[src/rtl/serial_add_pkg.sv]
// ---------------------------------------------------------------------------
// serial_add_pkg
// Shared types and constants for the bit-serial adder controller.
//   state_t                  : controller FSM state, 2-bit encoding
//   SERIAL_ADD_WIDTH_DEFAULT : default operand/result width
// ---------------------------------------------------------------------------
package serial_add_pkg;

    localparam int SERIAL_ADD_WIDTH_DEFAULT = 8;

    typedef enum logic [1:0] {
        IDLE = 2'd0,
        RUN  = 2'd1,
        DONE = 2'd2
    } state_t;

endpackage

[src/rtl/serial_add_ctrl_if.sv]
// ---------------------------------------------------------------------------
// serial_add_ctrl_if
// Request/result bundle between a requester (master) and serial_add_ctrl
// (slave).
//   start     : request; accepted only while the controller is idle
//   a, b, cin : operands, sampled on the accepted start cycle
//   sub       : subtract select (only when SERIAL_ADD_SUB_EN is defined)
//   busy      : high while bits are being processed
//   done      : one-cycle pulse, sum/cout valid in the same cycle
//   sum, cout : result, held until the next accepted start
//
// Handshake: start is a level sampled at each rising edge. It is acted upon
// only when the controller is idle; while busy or finishing it is ignored
// and nothing is queued. Each accepted start produces exactly one done pulse
// unless reset intervenes.
//
// Build option: SERIAL_ADD_SUB_EN adds the sub signal.
// ---------------------------------------------------------------------------
interface serial_add_ctrl_if #(
    parameter int WIDTH = serial_add_pkg::SERIAL_ADD_WIDTH_DEFAULT
);
    logic             start;
    logic [WIDTH-1:0] a;
    logic [WIDTH-1:0] b;
    logic             cin;
`ifdef SERIAL_ADD_SUB_EN
    logic             sub;
`endif
    logic             busy;
    logic             done;
    logic [WIDTH-1:0] sum;
    logic             cout;

`ifdef SERIAL_ADD_SUB_EN
    modport master (output start, a, b, cin, sub, input busy, done, sum, cout);
    modport slave  (input start, a, b, cin, sub, output busy, done, sum, cout);
`else
    modport master (output start, a, b, cin, input busy, done, sum, cout);
    modport slave  (input start, a, b, cin, output busy, done, sum, cout);
`endif

endinterface

[src/rtl/serial_add_ctrl_fa_cell.sv]
// ---------------------------------------------------------------------------
// fa_cell
// Purely combinational 1-bit full adder; the single arithmetic cell that the
// serial controller time-shares across all bit positions.
//   a, b, cin : input bits
//   sum, cout : sum bit and carry-out
// ---------------------------------------------------------------------------
module fa_cell (
    input  logic a,
    input  logic b,
    input  logic cin,
    output logic sum,
    output logic cout
);

    assign sum  = a ^ b ^ cin;
    assign cout = (a & b) | (a & cin) | (b & cin);

endmodule

[src/rtl/serial_add_ctrl.sv]
// ---------------------------------------------------------------------------
// serial_add_ctrl
// Bit-serial WIDTH-bit adder controller. Computes {cout,sum} = a + b + cin
// one bit per clock, LSB first, through a single fa_cell.
//   clk       : clock, all state on rising edge
//   rst       : synchronous active-high reset, priority over start
//   bus       : serial_add_ctrl_if slave (start/a/b/cin[/sub] in,
//               busy/done/sum/cout out)
//   dbg_state : current FSM state
//
// Timing: start accepted at edge N -> busy for WIDTH cycles -> one DONE
// cycle -> done pulse (with sum/cout) in the cycle after edge N+WIDTH+1.
//
// Build option: SERIAL_ADD_SUB_EN enables bus.sub (a - b via ~b + 1).
// ---------------------------------------------------------------------------
module serial_add_ctrl
    import serial_add_pkg::*;
#(
    parameter int WIDTH = SERIAL_ADD_WIDTH_DEFAULT
) (
    input  logic                clk,
    input  logic                rst,
    serial_add_ctrl_if.slave    bus,
    output state_t              dbg_state
);

    localparam int            CNT_W    = $clog2(WIDTH + 1);
    localparam logic [CNT_W-1:0] CNT_LAST = CNT_W'(WIDTH - 1);

    state_t           state;
    logic [WIDTH-1:0] a_sr;
    logic [WIDTH-1:0] b_sr;
    logic [WIDTH-1:0] sum_sr;
    logic             carry;
    logic [CNT_W-1:0] cnt;
    logic             busy_q;
    logic             done_q;
    logic [WIDTH-1:0] sum_q;
    logic             cout_q;

    logic             fa_sum;
    logic             fa_cout;
    logic [WIDTH-1:0] sum_sr_next;
    logic [WIDTH-1:0] b_load;
    logic             carry_load;

    fa_cell u_fa (
        .a    (a_sr[0]),
        .b    (b_sr[0]),
        .cin  (carry),
        .sum  (fa_sum),
        .cout (fa_cout)
    );

    // Result bits arrive LSB first, so they enter at the MSB and drift down;
    // after WIDTH shifts the register holds the full result in place.
    always_comb begin
        sum_sr_next            = sum_sr >> 1;
        sum_sr_next[WIDTH-1]   = fa_sum;
    end

    // Subtraction is two's complement: a + ~b + 1, cin is not used.
    always_comb begin
        b_load     = bus.b;
        carry_load = bus.cin;
`ifdef SERIAL_ADD_SUB_EN
        if (bus.sub) begin
            b_load     = ~bus.b;
            carry_load = 1'b1;
        end
`endif
    end

    always_ff @(posedge clk) begin
        if (rst) begin
            state  <= IDLE;
            a_sr   <= '0;
            b_sr   <= '0;
            sum_sr <= '0;
            carry  <= 1'b0;
            cnt    <= '0;
            busy_q <= 1'b0;
            done_q <= 1'b0;
            sum_q  <= '0;
            cout_q <= 1'b0;
        end else begin
            done_q <= 1'b0;
            case (state)
                IDLE: begin
                    if (bus.start) begin
                        a_sr   <= bus.a;
                        b_sr   <= b_load;
                        carry  <= carry_load;
                        sum_sr <= '0;
                        cnt    <= '0;
                        busy_q <= 1'b1;
                        state  <= RUN;
                    end
                end
                RUN: begin
                    a_sr   <= a_sr >> 1;
                    b_sr   <= b_sr >> 1;
                    sum_sr <= sum_sr_next;
                    carry  <= fa_cout;
                    cnt    <= cnt + CNT_W'(1);
                    if (cnt == CNT_LAST) begin
                        busy_q <= 1'b0;
                        state  <= DONE;
                    end
                end
                DONE: begin
                    // start is deliberately not looked at here.
                    sum_q  <= sum_sr;
                    cout_q <= carry;
                    done_q <= 1'b1;
                    state  <= IDLE;
                end
                default: begin
                    busy_q <= 1'b0;
                    state  <= IDLE;
                end
            endcase
        end
    end

    assign bus.busy  = busy_q;
    assign bus.done  = done_q;
    assign bus.sum   = sum_q;
    assign bus.cout  = cout_q;
    assign dbg_state = state;

endmodule

[src/flat_wrapper.sv]
// flat-port wrapper written by rule: the top's interface ports become plain ports
module serial_add_ctrl_flat import serial_add_pkg::*;
#(
    parameter int WIDTH = SERIAL_ADD_WIDTH_DEFAULT
)
  (clk, rst, dbg_state, bus_start, bus_a, bus_b, bus_cin, bus_busy, bus_done, bus_sum, bus_cout);
  serial_add_ctrl_if #(.WIDTH(WIDTH)) bus_i ();
  input  logic clk;
  input  logic rst;
  output state_t dbg_state;
  input wire logic [$bits(bus_i.start)-1:0] bus_start;
  input wire logic [$bits(bus_i.a)-1:0] bus_a;
  input wire logic [$bits(bus_i.b)-1:0] bus_b;
  input wire logic [$bits(bus_i.cin)-1:0] bus_cin;
  output wire logic [$bits(bus_i.busy)-1:0] bus_busy;
  output wire logic [$bits(bus_i.done)-1:0] bus_done;
  output wire logic [$bits(bus_i.sum)-1:0] bus_sum;
  output wire logic [$bits(bus_i.cout)-1:0] bus_cout;
  assign bus_i.start = bus_start;
  assign bus_i.a = bus_a;
  assign bus_i.b = bus_b;
  assign bus_i.cin = bus_cin;
  assign bus_busy = bus_i.busy;
  assign bus_done = bus_i.done;
  assign bus_sum = bus_i.sum;
  assign bus_cout = bus_i.cout;
  serial_add_ctrl #(.WIDTH(WIDTH)) u_core (.clk(clk), .rst(rst), .bus(bus_i), .dbg_state(dbg_state));
endmodule
[config.mk]
export PLATFORM = sky130hd
export DESIGN_NAME = serial_add_ctrl_flat
export DESIGN_NICKNAME = d
export VERILOG_FILES = /design/src/rtl/serial_add_pkg.sv /design/src/rtl/serial_add_ctrl_if.sv /design/src/rtl/serial_add_ctrl_fa_cell.sv /design/src/rtl/serial_add_ctrl.sv /design/src/flat_wrapper.sv
export SDC_FILE = /design/constraint.sdc
export NUM_CORES = 1
export LEC_CHECK = 0
export BUFFER_PORTS_ARGS = -buffer_cell sky130_fd_sc_hd__buf_4
export CAP_MARGIN = 20
export CORE_MARGIN = 2
export CORE_UTILIZATION = 54
export DETAILED_ROUTE_END_ITERATION = 10
export GPL_ROUTABILITY_DRIVEN = 0
export GPL_TIMING_DRIVEN = 0
export MAX_ROUTING_LAYER = met4
export PLACE_DENSITY = 0.78
export SLEW_MARGIN = 15
export SYNTH_ARGS = -nofsm -noshare
export SYNTH_HDL_FRONTEND = slang
export SYNTH_SLANG_ARGS = --single-unit
[constraint.sdc]
create_clock -name clk -period 1.3 [get_ports clk]
set_input_delay 0.325 -clock clk [delete_from_list [all_inputs] [get_ports clk]]
set_output_delay 0.325 -clock clk [all_outputs]
set_load 0.03 [all_outputs]
==> flow_summary.yaml <==
outcome:
  outcome: "complete, no violations"
cells_and_area:
  fin_util_pct: 71.13
  drive_gt1_share_pct: 24.79
  diodes: 0
  area_growth_pct: 22.42
  fillers: 275
  layout.nets: 263
  final-instance-count-excl-fill: 286
placed_design:
  dpl.hpwl_mm: 2.654
  numPlacedInstances: 278
  io_buffer_count: 31
sta:
  finalSetupViolCount: 0
  finalHoldViolCount: 0
  fin_skew_ps: 5.202
  fmaxAchievable_mhz: 793.0
  relSlewSlack_pct: 67.87
  finalWorstPathRequiredPeriod_ps: 1261
  post-route-period-util_pct: 97.01
  whs_ps: 205.3
  worst_pin_slew_ps: 482.0
  slew_viol_final: 0
  rsz0062_at_grt: "yes"
logic_synthesis:
  yosysSeqAreaShare_pct: 46.63
  synth_edf_count: 0
  netlist_instances: 203
  async_flop_share_pct: 0
  syn_nets: 225
  synth-seq-cells: 42
  synthFlopType: "dfxtp_1"
  synth_area_um2: 1803
  ys_types: 31
  ys_top_cells_by_count: "42 x dfxtp_1, 27 x a21oi_1, 23 x nand2_1"
  yosysTopAreaCellShare_pct: 46.63
  yosys_warnings: 0
  yosys.cell_count.top_type: "dfxtp_1"
  yosysTopAreaCell: "dfxtp_1"
  synth_area_leaders: "dfxtp_1 47%, a21oi_1 7.5%, or3b_1 7.3%, nand2b_1 5.6%, nand2_1 4.8%"
  avgSynthCellArea_um2: 8.882
clocking:
  postCtsSetupBuffers: 0
  path_clk_slew_ps: 120
  cts_buffer_depth: 2
  clock_latency_ps: 350
  cts_buffers: 5
  clock_sinks: 42
  cts_root_buffer: "clkbuf_4"
  cts_tree: "done"
  cts_max_level: 2
  ctsHoldBuffers: 0
detailed_routing:
  ant_nets: 0
  firstDrtPassIters: 5
  vias: 1548
  drc: 0
  drt_iter0_drc: 93
  wl_per_cell_um: 13.26
  finalWirelength_mm: 3.791
  avgViaCountPerCell: 5.413
die:
  coreArea_um2: 3103
  fp.dieW_um: 61.78
  dieArea_um2: 3817
  io_pins: 33
  fp.dieH_um: 61.78
  initial_core_util_pct: 58.10
  num_rows: 20
setup_path:
  end_kind: "flip-flop"
  crit_fanout: 10
  crit_type: "reg2reg"
  cp-start-kind: "flip-flop"
  crit_required_ps: 1520
  cp.arrival_ps: 1490
power_and_ir_drop:
  powerDensity_nw_per_um2: 1142
  p_leak_nw: 0.8787
  power_mw: 2.520
  ir_drop_mv: 0.9018
grt:
  grt_max_degree: 14
  grt_pass1_vias: 1437
  gr-total-overflow: 0
  grt_pass1_wl_mm: 6.375
  antenna_found_initial: 0
  grtUsageTotal_pct: 23.52
min_path:
  hold_class: "in2reg"
flow_run:
  drv_cap: 0
final cells by class:
cell class / instances / area [um2] / share of cell area, %
plain buffers: 14 / 95.09 / 4.308
clock buffers: 6 / 41.29 / 1.871
clock inverters: 2 / 37.54 / 1.701
inverters: 4 / 15.01 / 0.6803
multi-input cells: 143 / 884.6 / 40.08
flip-flops and latches: 42 / 845.8 / 38.32
well taps: 44 / 55.05 / 2.494
repair buffers: 31 / 232.7 / 10.54
timing repair:
item | CTS | global route
gates cloned | 0 | 0
pin swaps | 0 | 1
endpoints found under the setup margin | 4 | 37
resized for setup | 1 | 16
final timing paths:
path,end,slack (ps),cells past startpoint,start
min,u_core.b_sr[7],210,3,bus_b[7]
min reg2reg,u_core.bus.sum[4],460,2,u_core.bus.sum[4]
max,u_core.a_sr[0],40,4,u_core.dbg_state[0]
max reg2reg,u_core.a_sr[0],40,4,u_core.dbg_state[0]
registers in the layout (all words and copies together) (netlist names):
signal,cells
u_core.a_sr,8
u_core.b_sr,8
u_core.bus.sum,8
u_core.sum_sr,8
u_core.cnt,4
u_core.dbg_state,2
u_core.bus.busy,1
u_core.bus.cout,1
u_core.bus.done,1
u_core.carry,1
cell usage in the layout (no fill, tap or decap):
cell type    n
a211oi_1     3
nor2_4       1
nand3b_1     2
dfxtp_1     40
nand2b_1    16
o32a_1       1
or2_2        1
a21oi_1     24
dfxtp_2      1
a22o_1       8
nor2_2       1
buf_2        1
clkbuf_4     5
o21ba_4      1
a22oi_1      2
nand2_1     23
or3b_1      15
or3_1        1
ha_1         1
nor3b_2      1
nor3_1      12
o2bb2ai_1    1
a31oi_1      1
buf_6        4
clkbuf_2     3
buf_4       33
o21a_1       1
nor2_1      18
clkinvlp_4   1
o21bai_4     1
dfxtp_4      1
clkbuf_1     5
inv_1        4
nor2b_1      1
a21oi_2      3
bufinv_16    1
fa_1         1
nand3_1      2
mux2_2       1
cells by family after synthesis:
group	count (synthesis)	synth area share, %
buffers and inverters	18	5.481
AND/OR/NAND/NOR	94	28.66
adder cells (fa/ha/maj)	2	1.804
AO/OA/AOI/OAI	46	16.79
flip-flops	42	46.63
multiplexers	1	0.6245
worst max-delay path, cell delays in order, from the launching register on:
cell	delay, ps
dfxtp_4	380
buf_6	140
or3b_1	410
a21oi_2	150
a211oi_1	50
power by group:
part | switching [mW] | leakage [nW] | internal (mW)
Clock | 0.404 | 0.0385 | 0.406
Combinational | 0.170 | 0.496 | 0.165
Sequential | 0.0318 | 0.344 | 1.34
Total | 0.607 | 0.879 | 1.91
metrics by stage:
step                      cell area (um2)  TNS (ps)  setup WS, ps
final                                2207         0         38.89
after global routing                 2207    -75.89        -37.27
after CTS                            2173         0         5.427
after detailed placement             2093    -760.7        -66.40
after global placement               2093    -33.60        -10.72
after floorplan                      1805         0         66.28
per-layer routing:
layer | wire (um) | vias to the layer above | share of wire [%] | global-route usage, %
met3 | 223 | 4 | 5.9 | 7.039
met1 | 1797 | 712 | 47 | 30.41
met4 | 42 | 0 | 1.1 | 8.207
li1 | - | 779 | - | -
met5 | 0 | - | 0 | -
met2 | 1727 | 53 | 46 | 35.04
No activity file was read; power rests on OpenSTA's default activity.
